$ cat config.mk
export PLATFORM = sky130hd
export DESIGN_NAME = mm_bram_loader
export DESIGN_NICKNAME = d
export VERILOG_FILES = /design/src/rtl/mm_pkg.sv /design/src/rtl/mm_lane_packer.sv /design/src/rtl/mm_bram_loader.sv
export SDC_FILE = /design/constraint.sdc
export NUM_CORES = 1
export LEC_CHECK = 0
export ABC_AREA = 1
export CAP_MARGIN = 15
export CORE_ASPECT_RATIO = 0.7
export CORE_UTILIZATION = 25
export CTS_BUF_LIST = sky130_fd_sc_hd__clkbuf_4
export DETAILED_ROUTE_END_ITERATION = 8
export PLACE_DENSITY = 0.53
export SLEW_MARGIN = 20
export SYNTH_ARGS = -nofsm -noshare
export SYNTH_HDL_FRONTEND = slang
export SYNTH_SLANG_ARGS = --single-unit
$ cat constraint.sdc
create_clock -name clk -period 1.6 [get_ports clk]
set_clock_uncertainty 0.05 [all_clocks]
set_input_delay 0.24 -clock clk [delete_from_list [all_inputs] [get_ports clk]]
set_output_delay 0.24 -clock clk [all_outputs]
set_load 0.1 [all_outputs]
$ cat src/rtl/mm_pkg.sv
// Shared definitions for the matmul BRAM loader slice.
// Holds the FSM state encoding, the nominal beat width and the
// all-bytes write-enable pattern used on both BRAM port A interfaces.
package mm_pkg;

    localparam int BEAT_W = 64;

    localparam logic [7:0] WE_ALL = 8'hFF;

    localparam logic [2:0] ST_IDLE   = 3'd0;
    localparam logic [2:0] ST_LOAD_W = 3'd1;
    localparam logic [2:0] ST_LOAD_I = 3'd2;
    localparam logic [2:0] ST_SETTLE = 3'd3;
    localparam logic [2:0] ST_RUN    = 3'd4;

endpackage

$ cat src/rtl/mm_lane_packer.sv
// Packs NUM_CORES consecutive input beats into one wide input BRAM word.
// Ports:
//   clk, rst_n  : clock and synchronous active-low reset
//   clear       : drops any partially packed word (new job)
//   beat_valid  : an input beat is accepted this cycle
//   lane        : lane the current beat belongs to (0 first)
//   addr        : input word address the current beat contributes to
//   beat        : beat payload
//   word_valid  : current beat completes a word (combinational pulse)
//   word        : complete word, current beat already inserted
//   word_addr   : address of the completed word
import mm_pkg::*;

module mm_lane_packer #(
    parameter int BW        = BEAT_W,
    parameter int NUM_CORES = 2,
    parameter int ADDR_W    = 2,
    parameter int LANE_W    = 1
) (
    input  logic                    clk,
    input  logic                    rst_n,
    input  logic                    clear,
    input  logic                    beat_valid,
    input  logic [LANE_W-1:0]       lane,
    input  logic [ADDR_W-1:0]       addr,
    input  logic [BW-1:0]           beat,
    output logic                    word_valid,
    output logic [BW*NUM_CORES-1:0] word,
    output logic [ADDR_W-1:0]       word_addr
);

    localparam logic [LANE_W-1:0] LANE_LAST = LANE_W'(NUM_CORES - 1);

    logic [BW*NUM_CORES-1:0] pack;

    always_ff @(posedge clk) begin
        if (!rst_n || clear) begin
            pack <= '0;
        end else if (beat_valid) begin
            pack[int'(lane)*BW +: BW] <= beat;
        end
    end

    // The final lane is merged combinationally so the word can be
    // registered by the top in the same cycle the last beat is accepted.
    always_comb begin
        word                      = pack;
        word[int'(lane)*BW +: BW] = beat;
        word_valid                = beat_valid && (lane == LANE_LAST);
        word_addr                 = addr;
    end

endmodule

$ cat src/rtl/mm_bram_loader.sv
// Write-side loader for the matmul top: consumes a valid/ready beat stream,
// writes W_WORDS weight beats to the weight BRAM, then packs
// I_WORDS*NUM_CORES input beats into the input BRAM, then requests compute
// via start until mm_done.
// Ports:
//   clk, rst_n                          : clock, synchronous active-low reset
//   go                                  : job request, honoured only in IDLE
//   s_valid/s_data/s_last/s_ready       : beat stream
//   wb_ena/wb_wea/wb_addra/wb_dina      : weight BRAM port A
//   in_ena/in_wea/in_addra/in_dina      : input BRAM port A
//   start/mm_done                       : compute handshake with matmul top
//   busy, job_done, err                 : status
import mm_pkg::*;

module mm_bram_loader #(
    parameter int WIDTH        = 16,
    parameter int CHUNK_SIZE   = 4,
    parameter int NUM_CORES    = 2,
    parameter int W_WORDS      = 6,
    parameter int I_WORDS      = 3,
    parameter int ADDR_WIDTH_W = 3,
    parameter int ADDR_WIDTH_I = 2
) (
    input  logic                                   clk,
    input  logic                                   rst_n,
    input  logic                                   go,
    input  logic                                   s_valid,
    input  logic [WIDTH*CHUNK_SIZE-1:0]            s_data,
    input  logic                                   s_last,
    output logic                                   s_ready,
    output logic                                   wb_ena,
    output logic [7:0]                             wb_wea,
    output logic [ADDR_WIDTH_W-1:0]                wb_addra,
    output logic [WIDTH*CHUNK_SIZE-1:0]            wb_dina,
    output logic                                   in_ena,
    output logic [7:0]                             in_wea,
    output logic [ADDR_WIDTH_I-1:0]                in_addra,
    output logic [WIDTH*CHUNK_SIZE*NUM_CORES-1:0]  in_dina,
    output logic                                   start,
    input  logic                                   mm_done,
    output logic                                   busy,
    output logic                                   job_done,
    output logic                                   err
);

    localparam int BW     = WIDTH * CHUNK_SIZE;
    localparam int LANE_W = (NUM_CORES > 1) ? $clog2(NUM_CORES) : 1;

    localparam logic [ADDR_WIDTH_W-1:0] W_LAST    = ADDR_WIDTH_W'(W_WORDS - 1);
    localparam logic [ADDR_WIDTH_I-1:0] I_LAST    = ADDR_WIDTH_I'(I_WORDS - 1);
    localparam logic [LANE_W-1:0]       LANE_LAST = LANE_W'(NUM_CORES - 1);

    logic [2:0]              state;
    logic [ADDR_WIDTH_W-1:0] w_cnt;
    logic [ADDR_WIDTH_I-1:0] i_cnt;
    logic [LANE_W-1:0]       lane;

    logic                    accept;
    logic                    final_beat;
    logic                    frame_err;
    logic                    job_clear;
    logic                    pk_valid;
    logic [BW*NUM_CORES-1:0] pk_word;
    logic [ADDR_WIDTH_I-1:0] pk_addr;

    assign s_ready    = (state == ST_LOAD_W) || (state == ST_LOAD_I);
    assign busy       = (state != ST_IDLE);
    assign accept     = s_valid && s_ready;
    assign job_clear  = (state == ST_IDLE) && go;

    // Only the last lane of the last input word may carry s_last; any
    // other placement, or its absence there, is a framing error.
    assign final_beat = (state == ST_LOAD_I) && (i_cnt == I_LAST) && (lane == LANE_LAST);
    assign frame_err  = accept && (s_last != final_beat);

    mm_lane_packer #(
        .BW        (BW),
        .NUM_CORES (NUM_CORES),
        .ADDR_W    (ADDR_WIDTH_I),
        .LANE_W    (LANE_W)
    ) u_packer (
        .clk        (clk),
        .rst_n      (rst_n),
        .clear      (job_clear),
        .beat_valid (accept && (state == ST_LOAD_I)),
        .lane       (lane),
        .addr       (i_cnt),
        .beat       (s_data),
        .word_valid (pk_valid),
        .word       (pk_word),
        .word_addr  (pk_addr)
    );

    always_ff @(posedge clk) begin
        if (!rst_n) begin
            state    <= ST_IDLE;
            w_cnt    <= '0;
            i_cnt    <= '0;
            lane     <= '0;
            wb_ena   <= 1'b0;
            wb_wea   <= '0;
            wb_addra <= '0;
            wb_dina  <= '0;
            in_ena   <= 1'b0;
            in_wea   <= '0;
            in_addra <= '0;
            in_dina  <= '0;
            start    <= 1'b0;
            job_done <= 1'b0;
            err      <= 1'b0;
        end else begin
            wb_ena   <= 1'b0;
            wb_wea   <= '0;
            in_ena   <= 1'b0;
            in_wea   <= '0;
            job_done <= 1'b0;

            case (state)
                ST_IDLE: begin
                    if (go) begin
                        err   <= 1'b0;
                        w_cnt <= '0;
                        i_cnt <= '0;
                        lane  <= '0;
                        state <= ST_LOAD_W;
                    end
                end

                ST_LOAD_W: begin
                    if (accept) begin
                        wb_ena   <= 1'b1;
                        wb_wea   <= WE_ALL;
                        wb_addra <= w_cnt;
                        wb_dina  <= s_data;
                        // Counter saturates so the address never exceeds W_WORDS-1.
                        if (w_cnt != W_LAST) begin
                            w_cnt <= w_cnt + ADDR_WIDTH_W'(1);
                        end
                        if (frame_err) begin
                            err   <= 1'b1;
                            state <= ST_IDLE;
                        end else if (w_cnt == W_LAST) begin
                            state <= ST_LOAD_I;
                        end
                    end
                end

                ST_LOAD_I: begin
                    if (accept) begin
                        if (pk_valid) begin
                            in_ena   <= 1'b1;
                            in_wea   <= WE_ALL;
                            in_addra <= pk_addr;
                            in_dina  <= pk_word;
                            if (i_cnt != I_LAST) begin
                                i_cnt <= i_cnt + ADDR_WIDTH_I'(1);
                            end
                        end
                        lane <= (lane == LANE_LAST) ? '0 : lane + LANE_W'(1);
                        if (frame_err) begin
                            err   <= 1'b1;
                            state <= ST_IDLE;
                        end else if (final_beat) begin
                            state <= ST_SETTLE;
                        end
                    end
                end

                ST_SETTLE: begin
                    start <= 1'b1;
                    state <= ST_RUN;
                end

                ST_RUN: begin
                    if (mm_done) begin
                        start    <= 1'b0;
                        job_done <= 1'b1;
                        state    <= ST_IDLE;
                    end
                end

                default: state <= ST_IDLE;
            endcase
        end
    end

endmodule

==> metrics.md <==
| Metric | Value |
|---|---|
| Status | finished with violations |
| Failing checks | negative setup slack |
| Worst-Skew Late Latency | 0.72 ns |
| Crit path capture type | output pin |
| Final ANT Viol Nets | 0 |
| Slew @ Worst Pin | 0.344 ns |
| Slowest stage delay, CP | 0.36 ns |
| Leak pwr | 7.15 nW |
| Maximum fanout along the worst path | 3 |
| Synth unique cells | 26 |
| Rows | 59 |
| Yosys top cell by area | dfxtp_1 |
| Starting Density | 0.257 |
| Final non-filler cell area | 0.0184 sq mm |
| Die Wd | 237 microns |
| Most common library cells after synthesis | 275 x dfxtp_1, 152 x o21ai_0, 149 x nor2_1 |
| Core area | 0.0376 sq mm |
| Maxcap violations | 0 |
| GP Congestion | 0.756 |
| Net Count, Synth | 1,264 |
| DP Area | 0.0154 sq mm |
| Total CTS buffers | 72 |
| Initial antenna violation count | 1 |
| Post-Synthesis Cells | 1,191 |
| Final Hold Fails | 0 |
| Worst min path class | in -> reg |
| WHS Path Cells | 3 |
| Clock sinks | 275 |
| R2R Path Start | state[2]$_SDFFE_PN0P_ |
| Crit-path most repeated cell | nor2_4 |
| Worst EP required | 1.31 ns |
| 1st-pass router iterations | 5 |
| Detailed placement HPWL | 23.0 mm |
| Avg Inst Size Synth | 8.13 sq um |
| Most common cell in the netlist | dfxtp_1 |
| PD cells | 1280 mW/mm^2 |
| Post-synth top area share | 0.569 |
| Top post-synthesis cells by area | dfxtp_1 57%, o21ai_0 7.9%, a21oi_1 7.1%, nor2_1 5.8%, nand2_1 5.5% |
| Min-Delay Startpoint | s_data[3] |
| Vias in the first global route | 9,054 |
| Post-Syn Area | 0.00968 sq mm |
| Buf+Inv Stages, Crit Path | 4 |
| Setup repair after global routing missed its margin | yes |
| Critical path data arrival time | 1.67 ns |
| DIE HEIGHT | 167 microns |
| CP delay by family, top | flip-flops |
| CP Cell Sequence | nor2_4 -> inv_2 -> nor2_4 -> buf_6 -> inv_4 -> buf_12 |
| Top FF cell, synth | dfxtp_1 |
| Global-route wire length before repair | 52.4 mm |
| Final Max Tran Viols | 0 |
| Comb pwr share | 0.399 |
| Initial DRC count | 512 |
| YS warnings | 0 |
| PortBufs | 289 |
| Clk root buf | clkbuf_4 |
| Drt wl/cell | 18.3 microns |
| Final wirelength | 38.5 mm |
| Switching share of power | 0.402 |
| Psw | 9.45 mW |
| Reg2reg setup slack | -0.03 ns |
| Clock transition at the registers of the reported paths | 0.07 ns |
| WHS | 0.0855 ns |
| Post-synth EDFFs | 0 |
| GRT Resource Usage Total | 0.171 |
| Slowest cell on the critical path | dfxtp_4 |
| Seq/Total Area, Yosys | 0.569 |
| I/O pin total | 290 |
| Minimum clock period | 1.96 ns |
| Hold EP | in_dina[67]$_SDFFE_PN0P_ |
| Flops & latches, synth | 275 |
| Startpoint Class | flop |
| Vias/cell | 4.55 |
| Worst Reg2Reg Path Length in Cells | 8 |
| CTS tree | done |
| Async set-reset flop share out of synthesis | 0 |
| Max-slew headroom | 0.770 |
| Via Count | 9,583 |
| Setup CP Type | reg -> out |
| Residual DRC | 0 |
| Largest net degree at the start of global routing | 66 |
| Setup WS post-layout | -0.361 ns |
| Final core area utilization | 0.490 |
| CTS Buffer Depth | 3 |
| Clk pwr share | 0.259 |
| Final #Nets | 1,643 |
| DIE AREA | 0.0395 sq mm |
| Final setup viols | 41 |
| Global route overflow | 0 |
| Area Growth Syn to Fin | 90.4% |
| Fmax | 510 MHz |
| H-tree level count | 3 |
| Tcrit/Tclk final | 1.23 |
| Sequential power share | 0.343 |
| Power Total | 23.5 mW |
| Internal | 14.1 mW |
| Maximum VDD drop | 0.763 mV |
| CP startpoint | state[2]$_SDFFE_PN0P_ |
| Share of layout cells above drive strength 1 | 0.511 |
| Capturing point of the worst reg2reg path | wb_dina[19]$_SDFFE_PN0P_ |
-- flip-flops by register name, indices dropped and copies added, names as in the netlist, 2 cells and up --
register,flops
in_dina,128
u_packer.pack,64
wb_dina,64
state,3
w_cnt,3
wb_addra,3
i_cnt,2
in_addra,2
-- layout by cell type, fill, tap and decap left out, drive strengths merged --
master,Yosys,final
clkdlybuf4s50,0,68
inv,87,88
clkbuf,50,120
nor3,1,1
dfxtp,275,275
nor2,152,152
buf,55,320
nand3,73,73
nor3b,1,1
or2,1,1
bufinv,0,1
dlygate4sd3,0,3
a31oi,1,1
ha,3,3
clkinvlp,0,2
a211oi,2,2
clkinv,0,16
and2,1,1
nand2,144,145
a21oi,137,137
o21ai,206,206
diode,0,2
nand4,2,2
-- worst max path at each step --
| stage | depth (start not counted) | slack (ns) | endpoint |
|---|---|---|---|
| after floorplan | 9 | 0.04 | state[0]$_SDFFE_PN0P_ |
| final | 6 | -0.36 | busy |
| after global placement | 8 | -0.30 | i_cnt[1]$_SDFFE_PN0P_ |
| after CTS | 6 | -0.49 | busy |
| after global routing | 6 | -0.48 | busy |
| after detailed placement | 8 | -0.34 | i_cnt[1]$_SDFFE_PN0P_ |
-- timing repair --
action,CTS,global route
hold endpoints to repair,80,0
pin swaps,4,68
setup buffers,16,33
setup endpoints to repair,326,402
cloned,1,23
hold buffers,3,0
resized for setup,236,267
-- power groups by stage --
stage                     sequential [mW]  combinational, mW  clock (mW)
after global placement               8.13               8.48           0
final                                8.07               9.38        6.08
after detailed placement             8.15               8.56           0
after CTS                            8.07               8.76        6.32
after global routing                 8.13               9.83        6.68
after floorplan                      10.7               2.39           0
-- metal layers --
metal	global-route usage	share of wire
met4	0.0620	0.019
met2	0.263	0.46
met3	0.0645	0.064
met5	0	0
met1	0.218	0.45
-- stage by stage --
step | TNS, ns | std cells | setup WS, ns
floorplan | 0 | 1191 | 0.0432
global placement | -48.77 | 1909 | -0.302
detailed placement | -60.00 | 1909 | -0.345
CTS | -12.67 | 2051 | -0.491
global route | -20.91 | 2108 | -0.484
finish | -2.49 | 2108 | -0.361
-- cell type report --
| cell class | count | area [sq um] |
|---|---|---|
| diodes | 2 | 5.00 |
| clock buffers | 103 | 773 |
| clock inverters | 19 | 108 |
| fillers | 3473 | 19200 |
| inverters | 87 | 362 |
| multi-input cells | 725 | 4000 |
| flip-flops and latches | 275 | 5810 |
| well taps | 488 | 611 |
| repair buffers | 408 | 6760 |
| repair inverters | 1 | 8.76 |
-- worst register-to-register path, delay by kind of cell (launching register included) --
family / cells / cell delay (ns)
simple gates: 5 / 0.71
buf+inv: 3 / 0.41
flops: 1 / 0.36
-- kinds of logic (layout without fill, tap and decap cells) --
family	count (synthesis)	after routing	synth area share
AND/OR/NAND/NOR	375	376	0.160
AO/OA/AOI/OAI	346	346	0.180
flip-flops	275	275	0.569
buffers and inverters	192	618	0.0876
adder cells (fa/ha/maj)	3	3	0.00388
other	0	2	0
Note: power is estimated with default switching activity, not from simulation.
